**src/rtl/gray_pkg.sv**
```systemverilog
// Shared mode encodings and width-generic Gray/binary helpers.
// Helpers work on a 16-bit container; bits at or above w are treated as absent.
package gray_pkg;

  localparam int GW_MAX = 16;

  localparam logic [1:0] MODE_B2G = 2'b00;
  localparam logic [1:0] MODE_G2B = 2'b01;
  localparam logic [1:0] MODE_UP  = 2'b10;
  localparam logic [1:0] MODE_DN  = 2'b11;

  function automatic logic [GW_MAX-1:0] bin2gray(input logic [GW_MAX-1:0] b, input int w);
    logic [GW_MAX-1:0] g;
    g = '0;
    for (int i = 0; i < GW_MAX - 1; i++) begin
      if (i < w - 1) begin
        g[i] = b[i] ^ b[i+1];
      end else if (i == w - 1) begin
        g[i] = b[i];
      end else begin
        g[i] = 1'b0;
      end
    end
    if (w == GW_MAX) begin
      g[GW_MAX-1] = b[GW_MAX-1];
    end else begin
      g[GW_MAX-1] = 1'b0;
    end
    return g;
  endfunction

  function automatic logic [GW_MAX-1:0] gray2bin(input logic [GW_MAX-1:0] g, input int w);
    logic [GW_MAX-1:0] b;
    logic              acc;
    b   = '0;
    acc = 1'b0;
    for (int i = GW_MAX - 1; i >= 0; i--) begin
      if (i < w) begin
        acc  = acc ^ g[i];
        b[i] = acc;
      end else begin
        b[i] = 1'b0;
      end
    end
    return b;
  endfunction

endpackage

```
**src/rtl/gray_conv.sv**
```systemverilog
// Combinational converter: binary->Gray or Gray->binary, plus a range flag
// on the binary-side value compared at WIDTH+1 bits against MAX.
module gray_conv
  import gray_pkg::*;
#(
  parameter int WIDTH = 4,
  parameter int MAX   = 9
) (
  input  logic [WIDTH-1:0] data_i,
  input  logic             g2b_i,
  output logic [WIDTH-1:0] data_o,
  output logic             err_o
);

  localparam logic [WIDTH:0] MAX_W = (WIDTH+1)'(MAX);

  logic [GW_MAX-1:0] ext_s;
  logic [WIDTH-1:0]  bin_s;

  // Select direction; the range check always looks at the binary-side value.
  always_comb begin
    ext_s = '0;
    ext_s[WIDTH-1:0] = data_i;
    if (g2b_i) begin
      bin_s  = WIDTH'(gray2bin(ext_s, WIDTH));
      data_o = bin_s;
    end else begin
      bin_s  = data_i;
      data_o = WIDTH'(bin2gray(ext_s, WIDTH));
    end
    err_o = ({1'b0, bin_s} > MAX_W);
  end

endmodule

```
**src/rtl/gray_codec_counter.sv**
```systemverilog
// Registered Gray codec / modulo-(MAX+1) up-down counter behind a
// valid/ready handshake with a single output register stage.
module gray_codec_counter
  import gray_pkg::*;
#(
  parameter int WIDTH = 4,
  parameter int MAX   = 9
) (
  input  logic             clk,
  input  logic             rst,
  input  logic             in_valid,
  output logic             in_ready,
  input  logic [1:0]       mode,
  input  logic             load,
  input  logic [WIDTH-1:0] in_data,
  output logic             out_valid,
  input  logic             out_ready,
  output logic [WIDTH-1:0] out_data,
  output logic             out_err,
  output logic             out_wrap
);

  generate
    if (WIDTH < 2 || WIDTH > GW_MAX || MAX < 0 || MAX >= (2 ** WIDTH)) begin : g_bad_params
      $error("gray_codec_counter: need 2<=WIDTH<=16 and 0<=MAX<2**WIDTH");
    end
  endgenerate

  localparam logic [WIDTH-1:0] MAX_B  = WIDTH'(MAX);
  localparam logic [WIDTH-1:0] ONE_B  = WIDTH'(1);
  localparam logic [WIDTH-1:0] ZERO_B = WIDTH'(0);

  logic [WIDTH-1:0] cnt_q, cnt_d;
  logic [WIDTH-1:0] out_data_q, out_data_d;
  logic             out_valid_q, out_valid_d;
  logic             out_err_q, out_err_d;
  logic             out_wrap_q, out_wrap_d;
  logic             accept_s;
  logic [WIDTH-1:0] next_s;
  logic             wrap_s;
  logic [WIDTH-1:0] op_data_s, nx_gray_s;
  logic             op_err_s, nx_err_s;

  assign in_ready  = !out_valid_q || out_ready;
  assign accept_s  = in_valid && in_ready;
  assign out_valid = out_valid_q;
  assign out_data  = out_data_q;
  assign out_err   = out_err_q;
  assign out_wrap  = out_wrap_q;

  // Operand path; in count modes this is gray(in_data) plus the load range check.
  gray_conv #(.WIDTH(WIDTH), .MAX(MAX)) u_op_conv (
    .data_i (in_data),
    .g2b_i  (mode == MODE_G2B),
    .data_o (op_data_s),
    .err_o  (op_err_s)
  );

  gray_conv #(.WIDTH(WIDTH), .MAX(MAX)) u_nx_conv (
    .data_i (next_s),
    .g2b_i  (1'b0),
    .data_o (nx_gray_s),
    .err_o  (nx_err_s)
  );

  // Modulo step of the counter in the selected direction.
  always_comb begin
    if (mode == MODE_DN) begin
      wrap_s = (cnt_q == ZERO_B);
      next_s = wrap_s ? MAX_B : (cnt_q - ONE_B);
    end else begin
      wrap_s = (cnt_q == MAX_B);
      next_s = wrap_s ? ZERO_B : (cnt_q + ONE_B);
    end
  end

  // Next output register contents and counter value for an accepted beat.
  always_comb begin
    cnt_d       = cnt_q;
    out_data_d  = out_data_q;
    out_err_d   = out_err_q;
    out_wrap_d  = out_wrap_q;
    out_valid_d = out_valid_q && !out_ready;
    if (accept_s) begin
      out_valid_d = 1'b1;
      case (mode)
        MODE_B2G, MODE_G2B: begin
          out_data_d = op_err_s ? ZERO_B : op_data_s;
          out_err_d  = op_err_s;
          out_wrap_d = 1'b0;
        end
        MODE_UP, MODE_DN: begin
          if (load) begin
            out_data_d = op_err_s ? ZERO_B : op_data_s;
            out_err_d  = op_err_s;
            out_wrap_d = 1'b0;
            cnt_d      = op_err_s ? cnt_q : in_data;
          end else begin
            out_data_d = nx_gray_s;
            out_err_d  = nx_err_s;
            out_wrap_d = wrap_s;
            cnt_d      = next_s;
          end
        end
        default: begin
          out_data_d = ZERO_B;
          out_err_d  = 1'b0;
          out_wrap_d = 1'b0;
        end
      endcase
    end else begin
      cnt_d = cnt_q;
    end
  end

  // State registers; reset drops any held result at once.
  always_ff @(posedge clk or posedge rst) begin
    if (rst) begin
      cnt_q       <= ZERO_B;
      out_valid_q <= 1'b0;
      out_data_q  <= ZERO_B;
      out_err_q   <= 1'b0;
      out_wrap_q  <= 1'b0;
    end else begin
      cnt_q       <= cnt_d;
      out_valid_q <= out_valid_d;
      out_data_q  <= out_data_d;
      out_err_q   <= out_err_d;
      out_wrap_q  <= out_wrap_d;
    end
  end

endmodule

```
**config.mk**
```make
export PLATFORM = sky130hd
export DESIGN_NAME = gray_codec_counter
export DESIGN_NICKNAME = d
export VERILOG_FILES = /design/src/rtl/gray_pkg.sv /design/src/rtl/gray_conv.sv /design/src/rtl/gray_codec_counter.sv
export SDC_FILE = /design/constraint.sdc
export NUM_CORES = 1
export LEC_CHECK = 0
export BUFFER_PORTS_ARGS = -buffer_cell sky130_fd_sc_hd__clkbuf_2
export CAP_MARGIN = 20
export CORE_MARGIN = 2
export CORE_UTILIZATION = 54
export DETAILED_ROUTE_END_ITERATION = 10
export PLACE_DENSITY = 0.75
export SYNTH_ARGS = -nofsm -noshare
export SYNTH_HDL_FRONTEND = slang
export SYNTH_SLANG_ARGS = --single-unit
```
**constraint.sdc**
```tcl
create_clock -name clk -period 1.95 [get_ports clk]
set_input_delay 0.2925 -clock clk [delete_from_list [all_inputs] [get_ports clk]]
set_output_delay 0.2925 -clock clk [all_outputs]
set_load 0.01 [all_outputs]
```
# Yosys cells after proc, flatten, opt, wreduce, memory -nomap -nowiden
# Cells that the tools add are included.
totals:
  ff_bits: 11
  input_bits: 11
  out_inout_bits: 8
  elab_cells: 52
classes:
  addsub: 2
  n_lt_le_gt_ge: 2
  eq_ne: 5
  mux: 19
  bitwise_logic: 9
  reduce_logical: 10
ops:
  columns: ["operator", "count"]
  rows:
  - ["two-way mux 4 bit", 7]
  - ["XOR 1 bit", 9]
  - ["greater-than comparator 4 bit (second input constant)", 2]
  - ["case mux 4 bit (2 select lines)", 1]
  - ["two-way mux 1 bit", 7]
  - ["two-way mux 3 bit", 2]
  - ["adder 4 x 1 -> 4 bit (second input constant)", 1]
  - ["equality test 2 bit (second input constant)", 2]
  - ["equality test 4 bit (second input constant)", 1]
  - ["logical NOT 4 bit", 1]
  - ["case mux 1 bit (2 select lines)", 2]
  - ["OR reduction 2 bit", 2]
  - ["subtractor 4 x 1 -> 4 bit (second input constant)", 1]
  - ["AND reduction 3 bit", 1]
  - ["equality test 2 x 1 -> 1 bit (second input constant)", 1]
  - ["logical AND 1 bit", 2]
  - ["logical NOT 1 bit", 2]
  - ["logical NOT 2 bit", 1]
  - ["inequality test 2 bit (second input constant)", 1]
  - ["logical OR 1 bit", 1]

# Depth between registers and ports, before layout
depth:
  ltp_word: 12
  depth_mapped: 9

# By module
# Synthesis repeated with hierarchy kept, for this count alone.
hier_totals:
  cells_unflattened: 113
  hier_area_um2: 970.9
modules_own_cells:
  columns: ["mod", "n_inst", "cells_per_inst", "area_per_inst_um2", "seq_area_each_um2"]
  rows:
  - ["gray_codec_counter", 1, 93, 820.8, 275.3]
  - ["gray_conv", 2, 10, 75.1, 0.0]

# Least setup slack after synthesis
# No wires, ideal clock.
synth_path:
  kind: "input -> register"
  startpoint: "input mode[1]"
  endpoint: "register out_data_q[0], in the netlist out_data[0]"
  setup_ps: 123
  arrival_time_ps: 1583
  required_ps: 1827
  slack_ps: 244
  path_stages: 8
  path_cell_list: "buf_4 nand2_4 xnor2_2 o21ai_1 mux2_2 ha_1 nor3_1 nor3_1"
synth_via:
  elab_chain_len: 6
  word_cells_on_any_way: 14
  cone_classes: "1 x order compare; 3 x eq/ne; 6 x mux; 1 x bitwise; 3 x reduce/logical"
synth_lines:
  columns: ["item", "line", "source"]
  rows:
  - ["start: declaration", "gray_codec_counter.sv:13", "input logic [1:0] mode,"]
  - ["equality test 2 x 1 -> 1 bit", "gray_codec_counter.sv:54, gray_codec_counter.sv:86", null]
  - ["two-way mux 3 bit", "gray_conv.sv:24", "if (g2b_i) begin"]
  - ["greater-than comparator 4 bit", "gray_conv.sv:31", "err_o = ({1'b0, bin_s} > MAX_W);"]
  - ["two-way mux 4 bit", "gray_codec_counter.sv:88, gray_codec_counter.sv:94", null]
  - ["two-way mux 4 bit", "gray_codec_counter.sv:93", "if (load) begin"]
  - ["case mux 4 bit (2 select lines) *", "gray_codec_counter.sv:86", "case (mode)"]
  - ["end signal: assignment", "gray_codec_counter.sv:127", "out_data_q <= out_data_d;"]
  - ["end: declaration", "gray_codec_counter.sv:34", "logic [WIDTH-1:0] out_data_q, out_data_d;"]
# Every way passes the cells marked *; elsewhere a longest branch is shown, timed or not.
# A chain may end at the register's enable or synchronous reset.

# Worst setup path after layout
layout_path:
  startpoint: "register cnt_q[1]"
  endpoint: "register out_data_q[2], in the netlist out_data[2]"
layout_via:
  elab_chain_len: 6
  word_cells_on_any_way: 10
  cone_classes: "2 x add/sub; 1 x eq/ne; 5 x mux; 1 x bitwise; 1 x reduce/logical"
layout_lines:
  columns: ["item", "line", "source"]
  rows:
  - ["start: declaration", "gray_codec_counter.sv:33", "logic [WIDTH-1:0] cnt_q, cnt_d;"]
  - ["start signal: assignment", "gray_codec_counter.sv:125", "cnt_q <= cnt_d;"]
  - ["adder 4 x 1 -> 4 bit (tied with other cells)", "gray_codec_counter.sv:73", "next_s = wrap_s ? ZERO_B : (cnt_q + ONE_B);"]
  - ["two-way mux 4 bit (on tied branches)", "gray_codec_counter.sv:73, gray_codec_counter.sv:70", null]
  - ["two-way mux 4 bit *", "gray_codec_counter.sv:68", "if (mode == MODE_DN) begin"]
  - ["XOR 1 bit *", "gray_pkg.sv:17", "g[i] = b[i] ^ b[i+1];"]
  - ["two-way mux 4 bit *", "gray_codec_counter.sv:93", null]
  - ["case mux 4 bit (2 select lines) *", "gray_codec_counter.sv:86", null]
# Marked as above.

==> results.json <==
{
  "hold_viol_final": 0,
  "crit_buf_inv": 1,
  "outcome": "finished, final reports clean",
  "clockBufferDepth": 2,
  "die_h_um": 47.51,
  "clock_latency_ps": 280,
  "vias": 931,
  "clock-root-buffer": "clkbuf_4",
  "insertedDiodeCount": 0,
  "antenna_found_initial": 0,
  "dp_hpwl_mm": 1.723,
  "cp_slowest_cell": "dfrtp_2",
  "htreeDepth": 1,
  "grt_pass1_vias": 797,
  "drc": 0,
  "rsz0062_at_grt": "no",
  "syn-num-nets": 130,
  "grt_max_degree": 12,
  "synth.area.top_cells": "dfrtp_1 (27%), ha_1 (4.9%), a21oi_1 (3.4%), xnor2_2 (3.2%), nor3_1 (2.9%)",
  "dpl.cell_count": 153,
  "clkSinkCount": 11,
  "tns_ps": 0,
  "wl_per_cell_um": 14.09,
  "slew_headroom_pct": 70.21,
  "num_rows": 15,
  "cp_cell_sequence": "and4bb_4 > and2_4 > o31ai_4 > inv_1 > ha_1 > o21ai_0 > o21ai_0",
  "synthCells": 115,
  "gp_congestion": 0.7985,
  "maxCapViolations": 0,
  "synth.distinct_cells": 50,
  "worst_slack_ps": 151.6,
  "overflow": 0,
  "worstSetupPathType": "flop to flop",
  "chipWidth_um": 47.51,
  "slowest_delay_ps": 440,
  "finalCritPeriodShare_pct": 92.22,
  "synth_seq_cells": 11,
  "end_kind": "flop",
  "start_util_pct": 58.57,
  "tightestPinTransition_ps": 446.3,
  "cpMostUsedCell": "o21ai_0",
  "nets": 150,
  "holdCritPathClass": "primary input to flop",
  "wirelength_mm": 2.240,
  "ir_drop_v": 0.0005899,
  "critPathTopFamily": "flip-flops",
  "cp.required_ps": 2120,
  "routed_via_density": 5.855,
  "cp.arrival_ps": 1970,
  "io_pins": 19,
  "fmax_mhz": 556.1,
  "timing.final.max_slew_violations": 0,
  "syn2layout_area_growth_pct": 12.85,
  "cts_buffers": 3,
  "grt_usage_pct": 22.90,
  "cts_tree": "done",
  "critPathLaunchType": "flop",
  "synth-seq-area-share_pct": 26.93,
  "cts.reportedPaths.clkPinSlew_ps": 70,
  "syn_avg_cell_area_um2": 8.889,
  "synthFlopType": "dfrtp_1",
  "power_leakage_uw": 0.0005105,
  "fp.dieArea_mm2": 0.002257,
  "setup_viol": 0,
  "synth_top_cell_area_share_pct": 26.93,
  "core_area_mm2": 0.001745,
  "finClkSkew_ps": 3.896,
  "dp_slack_ps": 37.86,
  "yosys_warnings": 0,
  "layout_min_cycle_time_ps": 1798,
  "drtIter0Drc": 10,
  "yosys.area.top_type": "dfrtp_1",
  "first_pass_iters": 4,
  "worstPathMaxFanout": 8,
  "synth_area_mm2": 0.001022,
  "async_flop_share_pct": 100.0,
  "grt_pass1_wl_mm": 3.456,
  "final_util_pct": 66.09,
  "drtAntennaViolNets": 0,
  "final_layout_size_suffix_gt1_share_pct": 35.07,
  "port_buffers": 18,
  "synth_edf_count": 0,
  "p_per_area_mw_per_mm2": 906.3,
  "final_cells": 159
}
-- cells by family (layout without fill, tap and decap cells) --
kind of cell	Yosys count	in the layout	synth area share, %
AO/OA/AOI/OAI	32	32	21.54
buffers and inverters	15	34	9.178
multiplexers	2	2	2.081
adder cells (fa/ha/maj)	4	4	4.896
flip-flops	11	11	26.93
XOR/XNOR	6	6	6.610
AND/OR/NAND/NOR	45	45	28.77
-- where the power goes --
part | internal (µW) | switching [µW] | leakage [µW]
Sequential | 281 | 71.4 | 0.000131
Clock | 79.6 | 87.3 | 0.0000150
Combinational | 260 | 266 | 0.000364
-- layout by cell type, fill, tap and decap left out, drive strengths merged, types with 2 or more instances in the layout --
| cell | count |
|---|---|
| a21oi | 7 |
| and2 | 2 |
| and3 | 2 |
| buf | 6 |
| clkbuf | 23 |
| dfrtp | 11 |
| ha | 4 |
| inv | 4 |
| nand2 | 8 |
| nand2b | 2 |
| nand3 | 3 |
| nand4 | 3 |
| nor2 | 7 |
| nor2b | 4 |
| nor3 | 6 |
| nor4 | 2 |
| o211ai | 3 |
| o21ai | 12 |
| o31ai | 2 |
| xnor2 | 5 |
-- metal layers --
metal,track usage [%],vias up,share of wire (%)
li1,-,453,-
met1,26.33,443,42
met2,37.03,27,51
met3,8.302,8,5.1
met4,12.22,0,2.0
met5,0,-,0
-- final cells by class --
| cell class | instances | area (µm²) |
|---|---|---|
| clock buffer | 4 | 26.28 |
| multi-input combinational | 89 | 653.1 |
| sequential | 11 | 277.8 |
| inverter | 4 | 15.01 |
| tap | 25 | 31.28 |
| fill | 159 | 591.8 |
| timing repair buffer | 26 | 150.1 |
-- state kept, by name, summed over array words and instances (netlist names) --
register and cells:
out_data 4, out_valid 1, cnt_q 4, out_err 1, out_wrap 1
-- what timing repair did --
action                     CTS  global route
buffers inserted             0             1
hold buffers                 1             0
hold endpoints to repair    11             0
setup endpoints to repair    0             3
gates resized for setup      0             2
-- worst reg2reg max path, cell delays in order, from the launching register on --
cell      delay, ps
dfrtp_2         440
and4bb_4        270
and2_4          160
o31ai_4         200
inv_1            80
ha_1            290
o21ai_0         150
o21ai_0          80
-- worst paths after layout --
check | start | endpoint | slack (ps) | cells past startpoint
max | cnt_q[1] | out_data[2] | 150 | 7
min | in_valid | out_valid | 250 | 2
max reg2reg | cnt_q[1] | out_data[2] | 150 | 7
min reg2reg | out_data[2] | out_data[2] | 500 | 2
max in group asynchronous | rst | cnt_q[1] | 1080 | 3
min in group asynchronous | rst | cnt_q[3] | 530 | 3
-- cells in the mapped netlist, types with 2 or more instances --
| library cell | count |
|---|---|
| and3_4 | 2 |
| and2_4 | 2 |
| o21ai_0 | 5 |
| dfrtp_1 | 11 |
| nand4_1 | 3 |
| nor2_1 | 7 |
| a21oi_1 | 7 |
| o211ai_1 | 3 |
| ha_1 | 4 |
| buf_6 | 2 |
| o21ai_2 | 2 |
| nor2b_1 | 3 |
| nor4_1 | 2 |
| inv_1 | 3 |
| nor3_1 | 6 |
| nand3_1 | 3 |
| o21ai_1 | 5 |
| buf_2 | 5 |
| nand2_1 | 6 |
| xnor2_2 | 2 |
| xnor2_1 | 3 |
-- through the flow --
step / total power (µW) / hold WS [ps] / instance area, µm²
CTS: 1042 / 241.1 / 1146
floorplan: 731.0 / 144.9 / 1022
finish: 1046 / 246.2 / 1154
detailed placement: 872.1 / 298.4 / 1110
global placement: 852.6 / 294.3 / 1110
global route: 1127 / 245.8 / 1154
(Power assumes the default switching activity.)
